===== config.mk =====
export PLATFORM = sky130hd
export DESIGN_NAME = float2fxp_stream_flat
export DESIGN_NICKNAME = d
export VERILOG_FILES = /design/src/rtl/float2fxp_stream_if.sv /design/src/rtl/float2fxp_stream.sv /design/src/flat_wrapper.sv
export SDC_FILE = /design/constraint.sdc
export NUM_CORES = 1
export LEC_CHECK = 0
export ABC_CLOCK_PERIOD_IN_PS = 5300
export BUFFER_PORTS_ARGS = -buffer_cell sky130_fd_sc_hd__buf_2
export CORE_MARGIN = 8
export CORE_UTILIZATION = 50
export DETAILED_ROUTE_END_ITERATION = 16
export GPL_TIMING_DRIVEN = 0
export PLACE_DENSITY = 0.69
export SLEW_MARGIN = 20
export SYNTH_ARGS = -nofsm -noshare
export SYNTH_HDL_FRONTEND = slang
export SYNTH_SLANG_ARGS = --single-unit
export TNS_END_PERCENT = 20

===== constraint.sdc =====
create_clock -name clk -period 5.3 [get_ports clk]
set_clock_uncertainty 0.2 [all_clocks]
set_input_delay 0.795 -clock clk [delete_from_list [all_inputs] [get_ports clk]]
set_output_delay 0.795 -clock clk [all_outputs]
set_load 0.01 [all_outputs]

===== src/rtl/float2fxp_stream_if.sv =====
// Stream bundle for float2fxp_stream: float input channel and fixed-point
// result channel, each with its own valid/ready handshake.
interface float2fxp_stream_if #(
  parameter int W = 16
);
  logic         i_valid;
  logic         i_ready;
  logic [31:0]  i_float;
  logic         o_valid;
  logic         o_ready;
  logic [W-1:0] o_fxp;
  logic         o_upflow;
  logic         o_downflow;
  logic         o_nan;

  modport slave (
    input  i_valid, i_float, o_ready,
    output i_ready, o_valid, o_fxp, o_upflow, o_downflow, o_nan
  );

  modport master (
    output i_valid, i_float, o_ready,
    input  i_ready, o_valid, o_fxp, o_upflow, o_downflow, o_nan
  );
endinterface


===== src/rtl/float2fxp_stream.sv =====
// IEEE-754 single to signed fixed-point Q(WOI.WOF) converter, 3-stage elastic
// pipeline: unpack/classify, align with guard+sticky, round/negate/saturate.
module float2fxp_stream #(
  parameter int WOI   = 8,
  parameter int WOF   = 8,
  parameter int ROOF  = 1,
  parameter int ROUND = 1,
  parameter int CNTW  = 16
) (
  input  logic            clk,
  input  logic            rstn,
  float2fxp_stream_if.slave st,
  input  logic            cnt_clr,
  output logic [CNTW-1:0] err_cnt
);
  localparam int W  = WOI + WOF;
  localparam int MW = W + 1;  // one spare bit so the negative limit 2^(W-1) is representable
  localparam logic [W-1:0] MAXV = {1'b0, {(W-1){1'b1}}};
  localparam logic [W-1:0] MINV = {1'b1, {(W-1){1'b0}}};
  localparam logic [MW:0]  LIMP = {2'b00, MAXV};
  localparam logic [MW:0]  LIMN = {2'b00, MINV};

  // stage valids and load enables; a stage loads when empty or its successor loads
  logic [3:1] vld_q;
  logic [3:1] ld;
  assign ld[3] = ~vld_q[3] | st.o_ready;
  assign ld[2] = ~vld_q[2] | ld[3];
  assign ld[1] = ~vld_q[1] | ld[2];
  assign st.i_ready = ld[1];

  always_ff @(posedge clk or negedge rstn) begin
    if (!rstn) vld_q <= '0;
    else begin
      if (ld[1]) vld_q[1] <= st.i_valid;
      if (ld[2]) vld_q[2] <= vld_q[1];
      if (ld[3]) vld_q[3] <= vld_q[2];
    end
  end

  // ---------------- S1: unpack and classify
  logic [7:0]         f_exp;
  logic [22:0]        f_man;
  logic signed [11:0] sh_d;
  assign f_exp = st.i_float[30:23];
  assign f_man = st.i_float[22:0];
  // value * 2^WOF = mant * 2^sh
  assign sh_d  = 12'($signed({1'b0, f_exp}) - 150 + WOF);

  logic               s1_sgn_q, s1_nan_q, s1_inf_q, s1_zero_q;
  logic [23:0]        s1_mant_q;
  logic signed [11:0] s1_sh_q;

  always_ff @(posedge clk) begin
    if (ld[1] && st.i_valid) begin
      s1_sgn_q  <= st.i_float[31];
      s1_nan_q  <= (f_exp == 8'hFF) && (f_man != '0);
      s1_inf_q  <= (f_exp == 8'hFF) && (f_man == '0);
      s1_zero_q <= (f_exp == 8'h00);
      s1_mant_q <= {1'b1, f_man};
      s1_sh_q   <= sh_d;
    end
  end

  // ---------------- S2: align shift, guard and sticky
  logic [MW-1:0]  mag_d;
  logic           big_d, grd_d, stk_d;
  logic [MW+23:0] lwide, rint;
  logic [49:0]    rwide;
  logic [5:0]     rs;

  always_comb begin
    mag_d = '0;
    big_d = 1'b0;
    grd_d = 1'b0;
    stk_d = 1'b0;
    lwide = '0;
    rwide = '0;
    rint  = '0;
    rs    = '0;
    if (s1_zero_q || s1_nan_q || s1_inf_q) begin
      mag_d = '0;
    end else if (!s1_sh_q[11]) begin
      if (int'(s1_sh_q) >= MW) big_d = 1'b1;
      else begin
        lwide = {{MW{1'b0}}, s1_mant_q} << s1_sh_q;
        mag_d = lwide[MW-1:0];
        big_d = |lwide[MW+23:MW];
      end
    end else begin
      // beyond 26 every mantissa bit lands in sticky
      rs    = (s1_sh_q < -12'sd26) ? 6'd26 : 6'(-s1_sh_q);
      rwide = {s1_mant_q, 26'b0} >> rs;
      rint  = {{MW{1'b0}}, rwide[49:26]};
      mag_d = rint[MW-1:0];
      big_d = |rint[MW+23:MW];
      grd_d = rwide[25];
      stk_d = |rwide[24:0];
    end
  end

  logic          s2_sgn_q, s2_nan_q, s2_inf_q, s2_big_q, s2_grd_q, s2_stk_q;
  logic [MW-1:0] s2_mag_q;

  always_ff @(posedge clk) begin
    if (ld[2] && vld_q[1]) begin
      s2_sgn_q <= s1_sgn_q;
      s2_nan_q <= s1_nan_q;
      s2_inf_q <= s1_inf_q;
      s2_big_q <= big_d;
      s2_grd_q <= grd_d;
      s2_stk_q <= stk_d;
      s2_mag_q <= mag_d;
    end
  end

  // ---------------- S3: round magnitude, negate, saturate or wrap
  logic          rnd;
  logic [MW:0]   mag_r;
  logic [W-1:0]  low, fxp_d;
  logic          ovf, up_d, dn_d, nan_d;

  assign rnd   = (ROUND != 0) & s2_grd_q;
  assign mag_r = {1'b0, s2_mag_q} + {{MW{1'b0}}, rnd};
  assign low   = mag_r[W-1:0];
  assign ovf   = s2_big_q | (mag_r > (s2_sgn_q ? LIMN : LIMP));

  always_comb begin
    fxp_d = s2_sgn_q ? -low : low;
    up_d  = 1'b0;
    dn_d  = 1'b0;
    nan_d = 1'b0;
    if (s2_nan_q) begin
      fxp_d = '0;
      nan_d = 1'b1;
    end else if (s2_inf_q) begin
      fxp_d = s2_sgn_q ? MINV : MAXV;
      up_d  = 1'b1;
    end else if (ovf) begin
      up_d = 1'b1;
      if (ROOF != 0) fxp_d = s2_sgn_q ? MINV : MAXV;
    end else begin
      // bits were dropped and nothing survived
      dn_d = (mag_r == '0) && (s2_grd_q || s2_stk_q);
    end
  end

  logic [W-1:0] s3_fxp_q;
  logic         s3_up_q, s3_dn_q, s3_nan_q;

  always_ff @(posedge clk) begin
    if (ld[3] && vld_q[2]) begin
      s3_fxp_q <= fxp_d;
      s3_up_q  <= up_d;
      s3_dn_q  <= dn_d;
      s3_nan_q <= nan_d;
    end
  end

  assign st.o_valid    = vld_q[3];
  assign st.o_fxp      = s3_fxp_q;
  assign st.o_upflow   = s3_up_q;
  assign st.o_downflow = s3_dn_q;
  assign st.o_nan      = s3_nan_q;

  // ---------------- error counter, saturating, clear wins
  logic [CNTW-1:0] cnt_q;
  always_ff @(posedge clk or negedge rstn) begin
    if (!rstn) cnt_q <= '0;
    else if (cnt_clr) cnt_q <= '0;
    else if (vld_q[3] && st.o_ready && (s3_up_q || s3_nan_q) && !(&cnt_q))
      cnt_q <= cnt_q + 1'b1;
  end
  assign err_cnt = cnt_q;
endmodule


===== src/flat_wrapper.sv =====
// flat-port wrapper written by rule: the top's interface ports become plain ports
module float2fxp_stream_flat 
#(
  parameter int WOI   = 8,
  parameter int WOF   = 8,
  parameter int ROOF  = 1,
  parameter int ROUND = 1,
  parameter int CNTW  = 16
)
  (clk, rstn, cnt_clr, err_cnt, st_i_valid, st_i_float, st_o_ready, st_i_ready, st_o_valid, st_o_fxp, st_o_upflow, st_o_downflow, st_o_nan);
  float2fxp_stream_if #(.W((WOI + WOF))) st_i ();
  input  logic clk;
  input  logic rstn;
  input  logic cnt_clr;
  output logic [CNTW-1:0] err_cnt;
  input wire logic [$bits(st_i.i_valid)-1:0] st_i_valid;
  input wire logic [$bits(st_i.i_float)-1:0] st_i_float;
  input wire logic [$bits(st_i.o_ready)-1:0] st_o_ready;
  output wire logic [$bits(st_i.i_ready)-1:0] st_i_ready;
  output wire logic [$bits(st_i.o_valid)-1:0] st_o_valid;
  output wire logic [$bits(st_i.o_fxp)-1:0] st_o_fxp;
  output wire logic [$bits(st_i.o_upflow)-1:0] st_o_upflow;
  output wire logic [$bits(st_i.o_downflow)-1:0] st_o_downflow;
  output wire logic [$bits(st_i.o_nan)-1:0] st_o_nan;
  assign st_i.i_valid = st_i_valid;
  assign st_i.i_float = st_i_float;
  assign st_i.o_ready = st_o_ready;
  assign st_i_ready = st_i.i_ready;
  assign st_o_valid = st_i.o_valid;
  assign st_o_fxp = st_i.o_fxp;
  assign st_o_upflow = st_i.o_upflow;
  assign st_o_downflow = st_i.o_downflow;
  assign st_o_nan = st_i.o_nan;
  float2fxp_stream #(.WOI(WOI), .WOF(WOF), .ROOF(ROOF), .ROUND(ROUND), .CNTW(CNTW)) u_core (.clk(clk), .rstn(rstn), .st(st_i), .cnt_clr(cnt_clr), .err_cnt(err_cnt));
endmodule

==> out/qor.yml <==
status: "finished clean"
portBuffers: 71
first_pass_iters: 6
chipHeight_um: 147
post-route-period-util: 0.948
p_sw_frac: 0.379
critPathArrivalTime_ps: 4940
fin_util: 0.563
avgSynthCellArea_um2: 8.73
io_pins: 74
worst_setup_path_end_kind: "flip-flop"
grt_pass1_vias: 8215
antenna_found_initial: 0
fmax_mhz: 199
tns_ps: 0
finalWirelength_um: 28400
cts.sinks: 100
pwr-share-comb: 0.344
final_common_cell: "nand2_1"
path_class: "flip-flop to flip-flop"
rsz0062_at_grt: "false"
drive_above_1_share: 0.164
synth_area_mm2: 0.00862
dieArea_mm2: 0.0217
use_met3: 0.0381
clk_pin_slew_ps: 80
leakagePower_nw: 3.56
grt_pass1_wl_um: 44800
grt.total_usage: 0.259
cts_buffers: 9
pwr_density_cell_mw_per_mm2: 262
p_int_mw: 1.56
via_per_inst: 6.64
clk_latency_ps: 370
synth-edff-count: 81
hp-class: "input port to async pin"
start_util: 0.506
relSlewSlack: 0.325
die_x_um: 147
holdBufCountCts: 0
antenna_cells: 0
clockBufferDepth: 2
fin_nets: 1132
worst_pin_slew_ps: 1010
ant_nets: 0
r2r_slack_ps: 280
finalSetupViolCount: 0
grt.met1_usage: 0.352
finalPower_mw: 2.52
start_kind: "flip-flop"
worstPathRequired_ps: 5220
via_count: 8644
cp_max_fo: 10
slew_violations: 0
hpwl_um: 21600
synth-seq-cells: 100
hold_violations: 0
synthCells: 988
drc: 0
postCtsSetupRepairBufs: 0
clkPwrFrac: 0.264
vdd_drop_max_mv: 0.158
cts_tree: "done"
power_frac_seq: 0.392
layout.cells.non_filler: 1301
mostFrequentLayoutCells: "nand2_1 (101), nor2_1 (98), buf_2 (93)"
met2_usage: 0.392
switchingPower_mw: 0.954
finalWeightedCongestion: 1.02
maxCapViolCount: 0
grt_max_degree: 34
cts_root_buf: "clkbuf_16"
core_mm2: 0.0171
synth_flop_cell: "edfxtp_1"
worst_hold_slack_ps: 150
syn-num-nets: 1049
top_usage_layer: "met2"
yosysWarnings: 0
wl_per_cell_um: 21.8
dr.first_iter.drc_count: 1008
htreeDepth: 3
finalWorstPathRequiredPeriod_ps: 5020
area_growth_pct: 11.3
postCtsResizedCells: 0
synth_async_sr_flop_share: 0.190
overflow: 0
rows: 48
yosysUniqueCellTypes: 90
dp.cells: 1285
ys_seq_area_frac: 0.337
worst paths after layout:
check,startpoint,end,depth (start not counted)
hold reg to reg,u_core.s1_sgn_q$_DFFE_PP_,u_core.s2_sgn_q$_DFFE_PP_,0
min in group clk,u_core.s1_sgn_q$_DFFE_PP_,u_core.s2_sgn_q$_DFFE_PP_,0
max in group asynchronous,rstn,u_core.vld_q[1]$_DFFE_PN0N_,1
setup reg to reg,u_core.s1_sh_q[0]$_DFFE_PP_,u_core.s2_stk_q$_SDFFCE_PP0P_,12
setup / recovery,u_core.s1_sh_q[0]$_DFFE_PP_,u_core.s2_stk_q$_SDFFCE_PP0P_,12
hold / removal,rstn,u_core.err_cnt[6]$_DFFE_PN0P_,1
metal layers:
layer	up-vias	share of wire	routed length, µm
met3	91	0.099	2820
met5	-	0	0
li1	3951	-	-
met4	0	0.043	1210
met1	4076	0.42	11900
met2	526	0.44	12500
cells in the mapped netlist, types with 4 or more instances:
library cell,n,area share
o22ai_1,14,0.010
a21oi_1,57,0.033
o32ai_1,14,0.014
a21o_1,4,0.0035
a2111oi_0,4,0.0041
o311ai_0,6,0.0061
clkbuf_1,36,0.016
a211oi_1,13,0.011
a311oi_1,7,0.0071
ha_1,24,0.035
mux2_2,11,0.014
xor2_1,21,0.021
a22oi_1,16,0.014
nor2b_1,14,0.010
or3_1,5,0.0036
nand4_1,14,0.010
o21a_1,6,0.0052
a31oi_1,9,0.0065
a221oi_1,5,0.0051
mux4_2,14,0.037
edfxtp_1,81,0.28
nor3_1,53,0.031
or4_1,9,0.0078
mux2i_1,25,0.029
nor4_1,22,0.016
buf_1,6,0.0026
xnor2_1,16,0.016
o21ai_0,43,0.025
inv_1,31,0.013
nand2_1,101,0.044
nand3_1,39,0.023
nor2_1,99,0.043
dfrtp_1,19,0.055
o31ai_1,7,0.0061
o2bb2ai_1,5,0.0051
or2_2,8,0.0058
buf_4,6,0.0052
buf_2,22,0.013
a22o_1,4,0.0041
and3_1,7,0.0051
nand2b_1,7,0.0051
and2_1,10,0.0073
flip-flops by register name, indices dropped and copies added, names as in the netlist, 3 cells and up:
signal            cells
u_core.s1_mant_q     23
u_core.st.o_fxp      16
u_core.vld_q          3
u_core.err_cnt       16
u_core.s2_mag_q      17
u_core.s1_sh_q       12
cell families (layout without fill, tap and decap cells):
| family | after synthesis | after routing | synth area share |
|---|---|---|---|
| AOI/OAI and AO/OA | 266 | 266 | 0.227 |
| xor gates and xnor gates | 38 | 38 | 0.0395 |
| adders and majority gates | 24 | 24 | 0.0348 |
| buffers and inverters | 105 | 193 | 0.0533 |
| DFF | 100 | 100 | 0.337 |
| muxes | 50 | 50 | 0.0799 |
| and+or+nand+nor | 405 | 405 | 0.229 |
through the flow:
step	worst slack (ps)	instance area, µm²
4_1_cts	175	9570
3_5_place_dp	199	9280
6_report	278	9600
5_1_grt	7.48	9600
3_3_place_gp	280	9260
2_1_floorplan	1080	8620
layout make-up:
class | instances | area (µm²)
multi-input cells | 783 | 5280
plain buffers | 72 | 335
well taps | 225 | 282
fillers | 1607 | 7460
inverters | 33 | 124
clock buffers | 9 | 225
clock inverters | 7 | 67.6
repair buffers | 72 | 375
flip-flops and latches | 100 | 2910
power groups by stage:
| stage | Sequential, mW | Clock, mW | Combinational, mW |
|---|---|---|---|
| final | 0.987 | 0.665 | 0.866 |
| after global routing | 0.994 | 0.701 | 0.933 |
| after CTS | 0.984 | 0.675 | 0.842 |
| after detailed placement | 1.00 | 0 | 0.838 |
| after global placement | 1.00 | 0 | 0.837 |
| after floorplan | 0.992 | 0 | 0.584 |
worst max-delay path, stage by stage (launching register included):
cell	delay (ps)
edfxtp_1	510
buf_4	250
buf_2	270
inv_1	230
ha_1	490
inv_1	200
a41oi_4	390
clkbuf_1	420
clkbuf_1	450
o2111ai_1	190
o41ai_1	560
o221ai_1	260
o311a_1	340
Note: power is estimated with default switching activity, not from simulation.
